===== src/rtl/ccff_chain_loader_if.sv =====
// Word stream from the configuration source into the chain loader.
//   s_valid : source has a configuration word available
//   s_data  : configuration word, bit 0 is the first bit shifted out
//   s_ready : loader takes the word this cycle
// master = word source, slave = ccff_chain_loader.
interface ccff_chain_loader_if #(
    parameter int WORD_W = 8
);
    logic              s_valid;
    logic [WORD_W-1:0] s_data;
    logic              s_ready;

    modport master (output s_valid, output s_data, input s_ready);
    modport slave  (input s_valid, input s_data, output s_ready);
endinterface


===== src/rtl/ccff_chain_loader.sv =====
// Serial loader for a CHAIN_LEN-long configuration flop chain.
// Takes WORD_W-bit words from the word stream and shifts them into the
// chain head LSB first, one bit per prog_clk cycle with chain_en high.
// The bits returning on ccff_tail are folded into tail_parity, which ends
// up as the parity of the chain contents that were overwritten.
// Ports:
//   prog_clk, pReset_n : clock, synchronous active-low reset
//   start, abort       : begin a full load / cancel the load in progress
//   s_if               : word stream (slave side)
//   ccff_head, chain_en: registered serial data and shift enable to the chain
//   ccff_tail          : serial data returning from the chain tail
//   busy, done         : load in progress / one-cycle completion pulse
//   aborted            : sticky, last load was cancelled
//   tail_parity        : XOR of tail bits seen in the current/last load
//   bit_count          : bits shifted in the current/last load
//
// state     | meaning
// ----------+---------------------------------------------------------
// IDLE      | no load in progress, waiting for start
// WAIT_WORD | load in progress, s_ready high, waiting for the next word
// SHIFT     | shifting the current word into the chain, one bit/cycle
// DONE      | all CHAIN_LEN bits shifted, done pulses, back to IDLE
module ccff_chain_loader #(
    parameter int CHAIN_LEN = 12,
    parameter int WORD_W    = 8
) (
    input  logic                             prog_clk,
    input  logic                             pReset_n,
    input  logic                             start,
    input  logic                             abort,
    ccff_chain_loader_if.slave               s_if,
    output logic                             ccff_head,
    output logic                             chain_en,
    input  logic                             ccff_tail,
    output logic                             busy,
    output logic                             done,
    output logic                             aborted,
    output logic                             tail_parity,
    output logic [$clog2(CHAIN_LEN+1)-1:0]   bit_count
);
    localparam int CNT_W = $clog2(CHAIN_LEN + 1);
    localparam int WB_W  = $clog2(WORD_W + 1);

    typedef enum logic [1:0] {IDLE, WAIT_WORD, SHIFT, DONE} state_t;

    state_t            state;
    logic [WORD_W-1:0] shreg;
    logic [WB_W-1:0]   wbit;
    logic              last_bit;

    // A word ends either at its own MSB or when the chain is full, so the
    // unused upper bits of a short final word are never shifted.
    assign last_bit = (wbit == WB_W'(WORD_W - 1)) ||
                      (bit_count == CNT_W'(CHAIN_LEN - 1));

    // Abort blocks the handshake so a word offered alongside it stays put.
    assign s_if.s_ready = (state == WAIT_WORD) && !abort;

    always_ff @(posedge prog_clk) begin
        if (!pReset_n) begin
            state       <= IDLE;
            shreg       <= '0;
            wbit        <= '0;
            ccff_head   <= 1'b0;
            chain_en    <= 1'b0;
            busy        <= 1'b0;
            done        <= 1'b0;
            aborted     <= 1'b0;
            tail_parity <= 1'b0;
            bit_count   <= '0;
        end else begin
            done <= 1'b0;
            case (state)
                IDLE: begin
                    if (start) begin
                        state       <= WAIT_WORD;
                        busy        <= 1'b1;
                        bit_count   <= '0;
                        tail_parity <= 1'b0;
                        aborted     <= 1'b0;
                    end
                end
                WAIT_WORD: begin
                    if (abort) begin
                        state   <= IDLE;
                        busy    <= 1'b0;
                        aborted <= 1'b1;
                    end else if (s_if.s_valid) begin
                        state     <= SHIFT;
                        chain_en  <= 1'b1;
                        ccff_head <= s_if.s_data[0];
                        shreg     <= s_if.s_data >> 1;
                        wbit      <= '0;
                    end
                end
                SHIFT: begin
                    // chain_en was high this cycle, so the chain took the
                    // bit even if abort arrives now: count it.
                    bit_count   <= bit_count + CNT_W'(1);
                    tail_parity <= tail_parity ^ ccff_tail;
                    if (abort) begin
                        state     <= IDLE;
                        busy      <= 1'b0;
                        chain_en  <= 1'b0;
                        ccff_head <= 1'b0;
                        aborted   <= 1'b1;
                    end else if (last_bit) begin
                        chain_en  <= 1'b0;
                        ccff_head <= 1'b0;
                        if (bit_count == CNT_W'(CHAIN_LEN - 1)) begin
                            state <= DONE;
                            busy  <= 1'b0;
                            done  <= 1'b1;
                        end else begin
                            state <= WAIT_WORD;
                        end
                    end else begin
                        ccff_head <= shreg[0];
                        shreg     <= shreg >> 1;
                        wbit      <= wbit + WB_W'(1);
                    end
                end
                DONE: begin
                    state <= IDLE;
                end
                default: begin
                    state <= IDLE;
                    busy  <= 1'b0;
                end
            endcase
        end
    end
endmodule

===== src/flat_wrapper.sv =====
// flat-port wrapper written by rule: the top's interface ports become plain ports
module ccff_chain_loader_flat 
#(
    parameter int CHAIN_LEN = 12,
    parameter int WORD_W    = 8
)
  (prog_clk, pReset_n, start, abort, ccff_head, chain_en, ccff_tail, busy, done, aborted, tail_parity, bit_count, s_if_s_valid, s_if_s_data, s_if_s_ready);
  ccff_chain_loader_if #(.WORD_W(WORD_W)) s_if_i ();
  input  logic prog_clk;
  input  logic pReset_n;
  input  logic start;
  input  logic abort;
  output logic ccff_head;
  output logic chain_en;
  input  logic ccff_tail;
  output logic busy;
  output logic done;
  output logic aborted;
  output logic tail_parity;
  output logic [$clog2(CHAIN_LEN+1)-1:0] bit_count;
  input wire logic [$bits(s_if_i.s_valid)-1:0] s_if_s_valid;
  input wire logic [$bits(s_if_i.s_data)-1:0] s_if_s_data;
  output wire logic [$bits(s_if_i.s_ready)-1:0] s_if_s_ready;
  assign s_if_i.s_valid = s_if_s_valid;
  assign s_if_i.s_data = s_if_s_data;
  assign s_if_s_ready = s_if_i.s_ready;
  ccff_chain_loader #(.CHAIN_LEN(CHAIN_LEN), .WORD_W(WORD_W)) u_core (.prog_clk(prog_clk), .pReset_n(pReset_n), .start(start), .abort(abort), .s_if(s_if_i), .ccff_head(ccff_head), .chain_en(chain_en), .ccff_tail(ccff_tail), .busy(busy), .done(done), .aborted(aborted), .tail_parity(tail_parity), .bit_count(bit_count));
endmodule

===== config.mk =====
export PLATFORM = sky130hd
export DESIGN_NAME = ccff_chain_loader_flat
export DESIGN_NICKNAME = d
export VERILOG_FILES = /design/src/rtl/ccff_chain_loader_if.sv /design/src/rtl/ccff_chain_loader.sv /design/src/flat_wrapper.sv
export SDC_FILE = /design/constraint.sdc
export NUM_CORES = 1
export LEC_CHECK = 0
export ABC_AREA = 0
export BUFFER_PORTS_ARGS = -buffer_cell sky130_fd_sc_hd__buf_2
export CAP_MARGIN = 20
export CORE_MARGIN = 5
export CORE_UTILIZATION = 50
export CTS_BUF_LIST = sky130_fd_sc_hd__clkbuf_8
export CTS_CLUSTER_DIAMETER = 200
export DETAILED_ROUTE_END_ITERATION = 7
export PLACE_DENSITY_LB_ADDON = 0.08
export SLEW_MARGIN = 10
export SYNTH_ARGS = -nofsm -noshare
export SYNTH_HDL_FRONTEND = slang
export SYNTH_SLANG_ARGS = --single-unit

===== constraint.sdc =====
create_clock -name prog_clk -period 1.7 [get_ports prog_clk]
set_input_delay 0 -clock prog_clk [delete_from_list [all_inputs] [get_ports prog_clk]]
set_output_delay 0 -clock prog_clk [all_outputs]
set_load 0.005 [all_outputs]

# ---- Word level (Yosys, flattened, before mapping)
# Cells that the tools add are included.
dict set report totals {
  elab_cells 88
  out_inout_bits 11
  inputBits 14
  ff_bits 24
}
dict set report classes {
  n_reduce_logical 17
  eq_ne 15
  mux 40
  addsub 2
  n_bitwise 4
}
# op n
set ops {}
lappend ops {{8-bit two-way mux} 4}
lappend ops {{4-bit two-way mux} 5}
lappend ops {{1-bit two-way mux} 16}
lappend ops {{4-bit one-hot mux with 2 select lines} 2}
lappend ops {{8-bit one-hot mux with 2 select lines} 1}
lappend ops {{2-bit two-way mux} 6}
lappend ops {{2-bit != test (second input constant)} 6}
lappend ops {{5-bit AND reduction} 2}
lappend ops {{3-bit AND reduction} 3}
lappend ops {{4-bit by 1-bit adder with 4-bit output (second input constant)} 2}
lappend ops {{1-bit one-hot mux with 2 select lines} 4}
lappend ops {{2-bit one-hot mux with 4 select lines} 1}
lappend ops {{3-bit by 2-bit != test with 1-bit output (second input constant)} 2}
lappend ops {{2-bit nonzero test} 3}
lappend ops {{2-bit equality test (second input constant)} 2}
lappend ops {{4-bit by 3-bit equality test with 1-bit output (second input constant)} 1}
lappend ops {{4-bit equality test (second input constant)} 1}
lappend ops {{4-bit AND reduction} 1}
lappend ops {{4-bit OR reduction} 1}
lappend ops {{3-bit != test (second input constant)} 1}
lappend ops {{1-bit NOT} 3}
lappend ops {{1-bit one-hot mux with 3 select lines} 1}
lappend ops {{3-bit nonzero test} 1}
lappend ops {{2-bit by 1-bit equality test with 1-bit output (second input constant)} 1}
lappend ops {{8 further kinds} 8}

# ---- Longest topological paths before layout
# Gate-level depths: netlist of the first run.
dict set report logic_depth {
  ltp_word 5
  ltp_mapped 7
  ltp_nobuf 6
}

# ---- Least setup slack after synthesis of the first run
# Ideal clock, no wire load.
dict set report synth_path {
  path_kind {register to register}
  startpoint {reg u_core.state[0]}
  endpoint {reg u_core.shreg[4]}
  synth_period_minus_slack_ns 1.666
  path_slack_ns 0.034
  required_ns 1.621
  path_stages_with_launch 8
  n_path_buf 1
  t_arrival_ns 1.586
  setup_ns 0.079
  cell_sequence {dfxtp_1 -> inv_1 -> ha_1 -> and4b_1 -> nor4_4 -> buf_6 -> nor2_1 -> a211oi_2}
}
dict set report synth_between {
  elab_chain_cells 3
  word_cells_on_any_way 9
  cone_classes {6 x eq/ne; 1 x mux; 2 x reduce/logical}
}
# item line_no
set synth_rtl {}
lappend synth_rtl {{from (decl)} ccff_chain_loader.sv:46} ;# state_t state;
lappend synth_rtl {{from (signal assigned)} ccff_chain_loader.sv:61} ;# state <= IDLE;
lappend synth_rtl {{from (signal assigned)} ccff_chain_loader.sv:76} ;# state <= WAIT_WORD;
lappend synth_rtl {{from (signal assigned)} ccff_chain_loader.sv:85} ;# state <= IDLE;
lappend synth_rtl {{2-bit equality test or 2-bit by 1-bit equality test with 1-bit output (tied branches)} ccff_chain_loader.sv:73} ;# case (state)
lappend synth_rtl {{2-bit != test (no line) or 2-bit nonzero test (tied branches)} -}
lappend synth_rtl {{5-bit AND reduction (no line)} -}
lappend synth_rtl {{to (signal assigned)} ccff_chain_loader.sv:92} ;# shreg <= s_if.s_data >> 1;
lappend synth_rtl {{to (signal assigned)} ccff_chain_loader.sv:119} ;# shreg <= shreg >> 1;
lappend synth_rtl {{to (decl)} ccff_chain_loader.sv:47} ;# logic [WORD_W-1:0] shreg;
# Several ways; a longest one is shown, not always the timed one.
# A chain may end at the register's enable or synchronous reset.

# ---- Worst setup path after layout of the first run
dict set report layout_path {
  startpoint {reg u_core.state[0]}
  endpoint {reg u_core.wbit[1]}
}
dict set report layout_between {
  elab_chain_cells 3
  word_cells_on_any_way 9
  cone_classes {6 x eq/ne; 1 x mux; 2 x reduce/logical}
}
# item line_no
set layout_rtl {}
lappend layout_rtl {{2-bit equality test or 2-bit by 1-bit equality test with 1-bit output (tied branches)} ccff_chain_loader.sv:73}
lappend layout_rtl {{2-bit != test (no line) or 2-bit nonzero test (tied branches)} -}
lappend layout_rtl {{5-bit AND reduction (no line)} -}
lappend layout_rtl {{to (signal assigned)} ccff_chain_loader.sv:120} ;# wbit <= wbit + WB_W'(1);
lappend layout_rtl {{to (decl)} ccff_chain_loader.sv:48} ;# logic [WB_W-1:0] wbit;
# Several ways; a longest one is shown, not always the timed one.

==> results of run 1 <==
worst min path at each step:
stage,from,to,cells past startpoint
after floorplan,abort,s_if_s_ready,1
after global placement,s_if_s_data[7],u_core.shreg[6]$_SDFFE_PN0P_,3
after detailed placement,s_if_s_data[7],u_core.shreg[6]$_SDFFE_PN0P_,3
after CTS,s_if_s_data[7],u_core.shreg[6]$_SDFFE_PN0P_,3
after global routing,pReset_n,u_core.state[0]$_SDFFE_PN0P_,2
final,s_if_s_data[7],u_core.shreg[6]$_SDFFE_PN0P_,3
critical path: cells and delay by family (launching register included):
kind | cells | cell delay [ns]
adders and majority gates | 1 | 0.17
muxes | 1 | 0.19
DFF | 1 | 0.34
AOI/OAI and AO/OA | 1 | 0.07
and+or+nand+nor | 2 | 0.43
buffers and inverters | 3 | 0.44
placed cells by master, fill, tap and decap left out, types with 5 or more instances in the layout:
| cell type | count |
|---|---|
| sky130_fd_sc_hd__a211oi_1 | 5 |
| sky130_fd_sc_hd__a21oi_1 | 11 |
| sky130_fd_sc_hd__buf_2 | 24 |
| sky130_fd_sc_hd__buf_4 | 12 |
| sky130_fd_sc_hd__dfxtp_1 | 21 |
| sky130_fd_sc_hd__mux2i_1 | 7 |
| sky130_fd_sc_hd__nand2_1 | 9 |
| sky130_fd_sc_hd__nor2_1 | 13 |
| sky130_fd_sc_hd__o21ai_0 | 5 |
logic make-up after synthesis:
family	after synthesis	share of synthesized area [%]
fa+ha+maj	6	6.20
compound gates	36	20.8
mux	8	6.62
flops	23	38.1
buf+inv	11	4.14
simple gates	52	24.2
what timing repair did:
action | in CTS | in global routing
pin swaps | 4 | 4
cloned | 1 | 0
setup endpoints to repair | 11 | 18
resized for setup | 16 | 15
setup buffers | 6 | 3
cell type report:
cell class              count  area [µm²]  area share (%)
clock inverters             1        5.00           0.303
flip-flops and latches     23         465            28.2
inverters                   6        22.5            1.36
well taps                  28        35.0            2.12
multi-input cells         102         801            48.5
clock buffers               3        41.3            2.50
repair buffers             41         280            17.0
power groups by stage:
stage	Sequential, mW	Clock, mW	Combinational [mW]
global route	0.580	0.384	0.304
floorplan	0.587	0	0.124
finish	0.577	0.355	0.283
global placement	0.586	0	0.203
detailed placement	0.586	0	0.207
CTS	0.575	0.353	0.260
metrics by stage:
step                      total power, mW  hold WS (ns)  instance area (µm²)  instances  worst slack [ns]
after CTS                            1.19        0.0454                 1600        202           0.00320
after floorplan                     0.711        0.0584                 1210        136            0.0342
after global routing                 1.27        0.0643                 1650        204           -0.0959
after detailed placement            0.794         0.327                 1410        191           -0.0635
after global placement              0.789         0.308                 1410        191           -0.0557
final                                1.21        0.0464                 1650        204           -0.0289
per-layer routing:
| metal | vias to the layer above | part of all wire, % |
|---|---|---|
| met5 | - | 0 |
| met2 | 30 | 49 |
| met3 | 9 | 4.3 |
| li1 | 574 | - |
| met4 | 0 | 2.4 |
| met1 | 558 | 44 |
registers in the layout, summed over array words and instances (netlist names):
name / flops
u_core.state: 2
u_core.busy: 1
u_core.done: 1
u_core.aborted: 1
u_core.ccff_head: 1
u_core.bit_count: 4
u_core.wbit: 4
u_core.chain_en: 1
u_core.shreg: 7
u_core.tail_parity: 1
==> metrics, run 1 <==
number of pins with negative max-slew slack in the final report 0; end-of-flow core utilization 73.2%; Hold-fix buffers, CTS 0; worst-margin pin slew 0.586 ns; portion of the clock cycle consumed by the worst path in the final layout 102%; Worst EP arrival 1.90 ns; total grt overflow 0; maximum ir drop on the vdd rail 0.000635 V; count of standard-cell rows 17; CP Launch Type flip-flop; CTS tree done; buffer levels on the longest clock path 2; count of maximum capacitance violations 0; synthesized net count 156; proportion of power drawn by the clock network 29.2%; worst skew pair latency 0.27 ns; worst-case register-to-register setup slack -0.03 ns; fraction of final layout cells with drive strength greater than 1 38.1%; nature of the critical path endpoint flip-flop; GRT Resource Usage Total 19.3%; final weighted congestion of routability-driven global placement 0.882; via count of the routed design 1171; count of input and output buffers 24; failing checks negative setup slack; Power Density 736 nW/µm²; leak pwr 0.668 nW; result of the run complete, but fails checks; post-synthesis cell area 1210 µm²; number of nets with antenna violations after routing 0; top post-synthesis cells by area sky130_fd_sc_hd__dfxtp_1, sky130_fd_sc_hd__mux2i_1, sky130_fd_sc_hd__ha_1, sky130_fd_sc_hd__nor2_1, sky130_fd_sc_hd__a21oi_1; peak per-stage delay on the critical path 0.34 ns; drt wl/cell 16.2 µm; number of antenna violations at the first check in global routing 0; Top Ports 25; least setup slack across all paths after layout -0.0289 ns; Worst setup endpoint u_core.wbit[1]$_SDFFE_PN0P_; Num Clock Sinks 23; portion of total power attributed to combinational logic 23.3%; number of levels in the clock H-tree 1; height of the die 59.2 µm; Layout fillers 186; number of violations reported at the end of detailed-routing iteration 0 46; relative area change from synthesis to final layout 36.4%; maximum frequency from static timing analysis 578 MHz; vias in the first global route 1095; Mapped Cells 136; final setup violation count 4; switching part of the total 28.3%; Detailed Routing Iterations Pass 1 4; detailed-route vias per instance 5.74; worst setup path start u_core.state[0]$_SDFFE_PN0P_; largest area contributor in the synthesized netlist sky130_fd_sc_hd__dfxtp_1; Min-Delay Path Class input pin to flip-flop; antenna diode count 0; Net Sw Power 344 µW; proportion of synthesized flip-flops having asynchronous set or reset 0%; launching point of the worst reg2reg path u_core.state[0]$_SDFFE_PN0P_; Final min period 1.73 ns; worst-path maximum fanout 8; wirelength, routed 3.30 mm; sequential cell fraction of total power 47.5%; met3 layer usage reported by global route 3.27%; capture instance of the worst register-to-register path u_core.wbit[1]$_SDFFE_PN0P_; total number of nets in the final design 197; chain of cells forming the critical path buf_6, ha_4, mux2i_4, nor4_4, buf_4, clkbuf_16, nand3b_1, o21ai_1; count of endpoints failing hold in the final timing report 0; worst clock skew on the final layout 0.00547 ns; initial core utilization 53.7%; estimated wirelength of the detail-placed design 2.06 mm; Setup Crit Path Kind flip-flop to flip-flop; EDFF count, synth 0; most common flop cell mapped by yosys sky130_fd_sc_hd__dfxtp_1; reg2reg path depth 8; mean instance size in the synthesized netlist 8.90 µm²; clock transition at the register clock pins on the worst setup and hold paths after CTS 0.09 ns; remaining routing DRC violations 0; area of the die 3500 µm²; met2 usage 29.3%; met1 usage in global routing 25.9%; sequential area share after synthesis 38.1%; Critical-path top delay cell sky130_fd_sc_hd__dfxtp_2; count of distinct cell types in the synthesized netlist 35; most frequent cell after synthesis sky130_fd_sc_hd__dfxtp_1; die width 59.2 µm; setup repair after global routing missed its margin yes; fraction of post-synthesis cell area in the top cell type by area 38.1%; CP required 1.87 ns; buffer type at the clock tree root sky130_fd_sc_hd__clkbuf_8; total clock buffers created by CTS 3; most frequent cells after synthesis sky130_fd_sc_hd__dfxtp_1, sky130_fd_sc_hd__nor2_1, sky130_fd_sc_hd__a21oi_1; routing layer with the top usage in global route met2; setup TNS -0.0507 ns; Cell Int Power 870 µW; global-route wire length before repair 5.14 mm; headroom to the max-slew limit 60.9%; area of the core 2250 µm²; pin count of the biggest net entering global routing 17; number of synthesis warnings 0; flip-flop and latch count after synthesis 23
(Power assumes the default switching activity.)
==> run 2, diff against run 1 <==
CAP_MARGIN = 40   (was 20)
CORE_UTILIZATION = 55   (was 50)
clock period = 2.05 ns   (was 1.7 ns; I/O delays follow)
==> metrics, run 2 (synthesis gave the netlist of run 1 again) <==
post-cts repair resize count 0 (was 16); total number of nets in the final design 183 (was 197); gate family responsible for the most delay along the worst path simple AND/OR/NAND/NOR gates (was buffers and inverters); count of non-filler cells in the finished layout 190 (was 204); setup repair after global routing missed its margin no (was yes); relative area change from synthesis to final layout 16.2% (was 36.4%); Power Density 649 nW/µm² (was 736 nW/µm²); Detailed Routing Iterations Pass 1 4 (unchanged); count of maximum capacitance violations 0 (unchanged); biggest registers after layout u_core.shreg (7), u_core.bit_count (4), u_core.wbit (4) (unchanged); final setup violation count 0 (was 4); Top Ports 25 (unchanged); GRT Resource Usage Total 17.9% (was 19.3%); setup TNS 0 ns (was -0.0507 ns); maximum frequency from static timing analysis 546 MHz (was 578 MHz); Worst EP arrival 2.02 ns (was 1.90 ns); Layout fillers 194 (was 186); count of input and output buffers 24 (unchanged); total instance count after detailed placement 186 (was 191); result of the run complete, no violations (was complete, but fails checks); total clock buffers created by CTS 3 (unchanged); chain of cells forming the critical path inv_1, ha_1, and4b_1, nor4_4, buf_4, nor2_1, a211oi_2 (was buf_6, ha_4, mux2i_4, nor4_4, buf_4, clkbuf_16, nand3b_1, o21ai_1); antenna diode count 0 (unchanged); Min-Delay Path Class input pin to flip-flop (unchanged); area of the core 2150 µm² (was 2250 µm²); number of pins with negative max-slew slack in the final report 0 (unchanged); number of antenna violations at the first check in global routing 0 (unchanged); vias in the first global route 1067 (was 1095); number of violations reported at the end of detailed-routing iteration 0 12 (was 46); portion of the clock cycle consumed by the worst path in the final layout 89.3% (was 102%); number of setup buffers added after CTS 0 (was 6); worst clock skew on the final layout 0.00275 ns (was 0.00547 ns); area of the die 3240 µm² (was 3500 µm²); end-of-flow core utilization 65.5% (was 73.2%); peak per-stage delay on the critical path 0.40 ns (was 0.34 ns); overall power of the completed layout 913 µW (was 1.21 mW); Setup Crit Path Kind flip-flop to flip-flop (unchanged); worst skew pair latency 0.26 ns (was 0.27 ns); Final min period 1.83 ns (was 1.73 ns); remaining routing DRC violations 0 (unchanged); commonest cells after routing, fill and taps aside sky130_fd_sc_hd__buf_2, sky130_fd_sc_hd__dfxtp_1, sky130_fd_sc_hd__nor2_1, sky130_fd_sc_hd__a21oi_1, sky130_fd_sc_hd__nand2_1 (was sky130_fd_sc_hd__buf_2, sky130_fd_sc_hd__dfxtp_1, sky130_fd_sc_hd__nor2_1, sky130_fd_sc_hd__buf_4, sky130_fd_sc_hd__a21oi_1); Num Clock Sinks 23 (unchanged); least setup slack across all paths after layout 0.220 ns (was -0.0289 ns); maximum ir drop on the vdd rail 0.000381 V (was 0.000635 V); count of endpoints failing hold in the final timing report 0 (unchanged); buffer levels on the longest clock path 2 (unchanged); number of levels in the clock H-tree 1 (unchanged); number of nets with antenna violations after routing 0 (unchanged); detailed-route vias per instance 5.70 (was 5.74); worst-path maximum fanout 16 (was 8); height of the die 56.9 µm (was 59.2 µm); worst slack at placement 0.243 ns (was -0.0635 ns); initial core utilization 56.3% (was 53.7%); clock transition at the register clock pins on the worst setup and hold paths after CTS 0.08 ns (was 0.09 ns); count of standard-cell rows 17 (unchanged); worst-margin pin slew 0.550 ns (was 0.586 ns); via count of the routed design 1083 (was 1171); number of buffer and inverter instances along the worst setup path 2 (was 3); drt wl/cell 14.3 µm (was 16.2 µm); pin count of the biggest net entering global routing 17 (unchanged); worst hold-check slack 0.0298 ns (was 0.0464 ns); fraction of final layout cells with drive strength greater than 1 22.2% (was 38.1%); most frequent standard cell in the layout excluding fill and tap cells sky130_fd_sc_hd__buf_2 (unchanged); buffer type at the clock tree root sky130_fd_sc_hd__clkbuf_8 (unchanged); Critical-path top delay cell sky130_fd_sc_hd__dfxtp_1 (was sky130_fd_sc_hd__dfxtp_2); estimated wirelength of the detail-placed design 2.05 mm (was 2.06 mm); largest reg by FF count u_core.shreg (unchanged); nature of the critical path endpoint flip-flop (unchanged); leak pwr 0.565 nW (was 0.668 nW); Placement Cell Area 1360 µm² (was 1410 µm²); global-route wire length before repair 4.61 mm (was 5.14 mm); headroom to the max-slew limit 63.3% (was 60.9%); wirelength, routed 2.72 mm (was 3.30 mm); total grt overflow 0 (unchanged); die width 56.9 µm (was 59.2 µm); Hold-fix buffers, CTS 0 (unchanged); Finished Cell Area 1410 µm² (was 1650 µm²); CTS tree done (unchanged); CP Launch Type flip-flop (unchanged); number of flip-flops in the largest register 7 (unchanged); CP required 2.24 ns (was 1.87 ns); final weighted congestion of routability-driven global placement 0.885 (was 0.882)
[run 2: cell types whose count changed in the layout (fill, tap and decap cells not counted), sizes merged]
cell / change
buf: -13
clkbuf: -1
[run 2: worst reg2reg max path: cells and delay by family, from the launching register on]
| kind | cells | cell delay (ns) |
|---|---|---|
| simple gates | 3 | 0.54 |
| fa+ha+maj | 1 | 0.29 |
| compound gates | 1 | 0.20 |
| buf+inv | 2 | 0.33 |
| flops | 1 | 0.40 |
[run 2: per-layer routing]
| metal | global-route usage (%) | up-vias | wire length, µm |
|---|---|---|---|
| met5 | 0 | - | 0 |
| met4 | 6.62 | 0 | 36 |
| met3 | 2.99 | 6 | 101 |
| met2 | 30.8 | 29 | 1320 |
| met1 | 22.2 | 503 | 1260 |
| li1 | - | 545 | - |
[run 2: layout make-up]
class | instances | area [µm²] | share of cell area (%)
multi-input cells | 102 | 699 | 49.7
well taps | 28 | 35.0 | 2.49
flip-flops and latches | 23 | 460 | 32.7
inverters | 6 | 22.5 | 1.60
clock buffers | 3 | 41.3 | 2.94
clock inverters | 1 | 5.00 | 0.356
repair buffers | 27 | 143 | 10.1
[run 2: final timing paths]
check                           depth (start not counted)                          from  slack (ns)                           end
worst max-delay path                                    7  u_core.state[0]$_SDFFE_PN0P_        0.22  u_core.shreg[4]$_SDFFE_PN0P_
worst min-delay path                                    3                s_if_s_data[7]        0.03  u_core.shreg[6]$_SDFFE_PN0P_
worst max register to register                          7  u_core.state[0]$_SDFFE_PN0P_        0.22  u_core.shreg[4]$_SDFFE_PN0P_
worst min register to register                          2  u_core.shreg[6]$_SDFFE_PN0P_        0.48  u_core.shreg[6]$_SDFFE_PN0P_
[run 2: power breakdown]
group | switching, mW | internal, mW | total [mW]
combinational | 0.0866 | 0.0652 | 0.152
clock | 0.147 | 0.136 | 0.283
sequential | 0.0119 | 0.466 | 0.478
total | 0.246 | 0.667 | 0.913
==> run 3, diff against run 2 <==
CORE_UTILIZATION = 41   (was 55)
RECOVER_POWER = 25   (was default)
clock period = 1.7 ns   (was 2.05 ns; I/O delays follow)
==> metrics, run 3 (synthesis gave the netlist of run 1 again) <==
result of the run complete, but fails checks (was complete, no violations); failing checks negative setup slack; final weighted congestion of routability-driven global placement 0.815 (was 0.885); worst hold path endpoint u_core.shreg[6]$_SDFFE_PN0P_ (unchanged); number of levels in the clock H-tree 1 (unchanged); Final min period 1.75 ns (was 1.83 ns); area of the core 2780 µm² (was 2150 µm²); number of pins with negative max-slew slack in the final report 0 (unchanged); Num Clock Sinks 23 (unchanged); worst slack at placement -0.0556 ns (was 0.243 ns); antenna diode count 0 (unchanged); portion of the clock cycle consumed by the worst path in the final layout 103% (was 89.3%); worst-path maximum fanout 8 (was 16); worst-case register-to-register setup slack -0.05 ns (was 0.22 ns); number of violations reported at the end of detailed-routing iteration 0 53 (was 12); drt wl/cell 14.6 µm (was 14.3 µm); leak pwr 0.648 nW (was 0.565 nW); clock transition at the register clock pins on the worst setup and hold paths after CTS 0.08 ns (about the same); number of antenna violations at the first check in global routing 0 (unchanged); biggest registers after layout u_core.shreg (7), u_core.bit_count (4), u_core.wbit (4) (unchanged); vias in the first global route 1041 (was 1067); height of the die 64.3 µm (was 56.9 µm); area of combinational cells with multiple inputs 778 µm² (was 699 µm²); via count of the routed design 1133 (was 1083); count of input and output buffers 24 (unchanged); Power Density 717 nW/µm² (was 649 nW/µm²); GRT Resource Usage Total 14.5% (was 17.9%); largest reg by FF count u_core.shreg (unchanged); number of nets with antenna violations after routing 0 (unchanged); wirelength, routed 3.03 mm (was 2.72 mm); total clock buffers created by CTS 3 (unchanged); count of endpoints failing hold in the final timing report 0 (unchanged); worst setup path start u_core.state[0]$_SDFFE_PN0P_ (unchanged); commonest cells after routing, fill and taps aside sky130_fd_sc_hd__buf_2, sky130_fd_sc_hd__dfxtp_1, sky130_fd_sc_hd__nor2_1, sky130_fd_sc_hd__buf_4, sky130_fd_sc_hd__a21oi_1 (was sky130_fd_sc_hd__buf_2, sky130_fd_sc_hd__dfxtp_1, sky130_fd_sc_hd__nor2_1, sky130_fd_sc_hd__a21oi_1, sky130_fd_sc_hd__nand2_1); buffer levels on the longest clock path 2 (unchanged); headroom to the max-slew limit 58.4% (was 63.3%); final setup violation count 4 (was 0); end-of-flow core utilization 58.5% (was 65.5%); count of non-filler cells in the finished layout 207 (was 190); least setup slack across all paths after layout -0.0471 ns (was 0.220 ns); Worst Hold Launch s_if_s_data[7] (unchanged); Worst EP arrival 1.87 ns (was 2.02 ns); fraction of final layout cells with drive strength greater than 1 35.2% (was 22.2%); setup repair after global routing missed its margin yes (was no); CTS tree done (unchanged); worst-margin pin slew 0.623 ns (was 0.550 ns); die width 64.3 µm (was 56.9 µm); Detailed Routing Iterations Pass 1 4 (unchanged); Setup Crit Path Kind flip-flop to flip-flop (unchanged); nature of the critical path endpoint flip-flop (unchanged); CP required 1.82 ns (was 2.24 ns); maximum frequency from static timing analysis 572 MHz (was 546 MHz); maximum ir drop on the vdd rail 0.000634 V (was 0.000381 V); overall power of the completed layout 1.17 mW (was 913 µW); capture instance of the worst register-to-register path u_core.shreg[4]$_SDFFE_PN0P_ (unchanged); buffer type at the clock tree root sky130_fd_sc_hd__clkbuf_8 (unchanged); global-route wire length before repair 4.85 mm (was 4.61 mm); total grt overflow 0 (unchanged); total instance count after detailed placement 194 (was 186); number of flip-flops in the largest register 7 (unchanged); Min-Delay Path Class input pin to flip-flop (unchanged); worst clock skew on the final layout 0.00135 ns (was 0.00275 ns); Top Ports 25 (unchanged); relative area change from synthesis to final layout 34.5% (was 16.2%); total area of sequential cells 465 µm² (was 460 µm²); count of maximum capacitance violations 0 (unchanged); CP Launch Type flip-flop (unchanged); pin count of the biggest net entering global routing 17 (unchanged); area of the die 4140 µm² (was 3240 µm²); launching point of the worst reg2reg path u_core.state[0]$_SDFFE_PN0P_ (unchanged); Layout fillers 258 (was 194); total number of nets in the final design 197 (was 183); reg2reg path depth 9 (was 7); count of standard-cell rows 19 (was 17); remaining routing DRC violations 0 (unchanged); Hold Path Depth 3 (unchanged); estimated wirelength of the detail-placed design 2.09 mm (was 2.05 mm); detailed-route vias per instance 5.47 (was 5.70); worst skew pair latency 0.26 ns (about the same); initial core utilization 43.5% (was 56.3%)
run 3: cell types whose count changed in the layout (fill, tap and decap cells not counted), sizes merged:
cell / before / now
clkbuf: 3 / 7
buf: 27 / 37
run 3: stage by stage:
step | setup TNS (ns) | hold slack, ns | area (µm²)
6_report | -0.163 | 0.0215 | 1630
3_5_place_dp | -0.123 | 0.295 | 1410
3_3_place_gp | -0.0132 | 0.304 | 1410
4_1_cts | -0.207 | 0.00879 | 1600
2_1_floorplan | 0 | 0.0584 | 1210
5_1_grt | -0.833 | 0.0147 | 1630
run 3: area by class of cell:
type	instances	area share, %
Clock inverter	1	0.307
Clock buffer	3	2.54
Tap cell	31	2.38
Multi-Input combinational cell	102	47.8
Sequential cell	23	28.6
Inverter	6	1.38
Timing Repair Buffer	41	17.0
run 3: worst max-delay path by stage:
stage / depth (start not counted) / end
floorplan: 7 / u_core.shreg[4]$_SDFFE_PN0P_
global placement: 7 / u_core.busy$_SDFFE_PN0P_
detailed placement: 8 / u_core.shreg[1]$_SDFFE_PN0P_
CTS: 8 / u_core.wbit[0]$_SDFFE_PN0P_
global route: 9 / u_core.wbit[1]$_SDFFE_PN0P_
finish: 9 / u_core.shreg[4]$_SDFFE_PN0P_
run 3: metal layers:
metal / vias to the layer above / track usage (%) / routed length, µm
met5: - / 0 / 0
met4: 0 / 5.34 / 37
met3: 4 / 3.33 / 106
met2: 25 / 24.1 / 1470
met1: 531 / 18.1 / 1420
li1: 573 / - / -
run 3: timing repair:
item,CTS,global route
buffers inserted,5,4
setup endpoints to repair,10,18
resized for setup,19,9
hold buffers,0,0
cloned,1,0
pin swaps,8,3
run 3: power by group:
group / switching (mW) / leakage (nW) / internal (mW)
combinational: 0.131 / 0.435 / 0.132
clock: 0.166 / 0.0255 / 0.163
sequential: 0.0144 / 0.188 / 0.562
total: 0.311 / 0.648 / 0.856
run 3: worst max-delay path: stages (launching register included):
cell	delay, ns
sky130_fd_sc_hd__dfxtp_2	0.35
sky130_fd_sc_hd__inv_2	0.05
sky130_fd_sc_hd__ha_4	0.16
sky130_fd_sc_hd__buf_6	0.12
sky130_fd_sc_hd__and4b_2	0.25
sky130_fd_sc_hd__nor4_4	0.23
sky130_fd_sc_hd__buf_4	0.17
sky130_fd_sc_hd__clkbuf_16	0.14
sky130_fd_sc_hd__buf_4	0.10
sky130_fd_sc_hd__a211oi_2	0.04
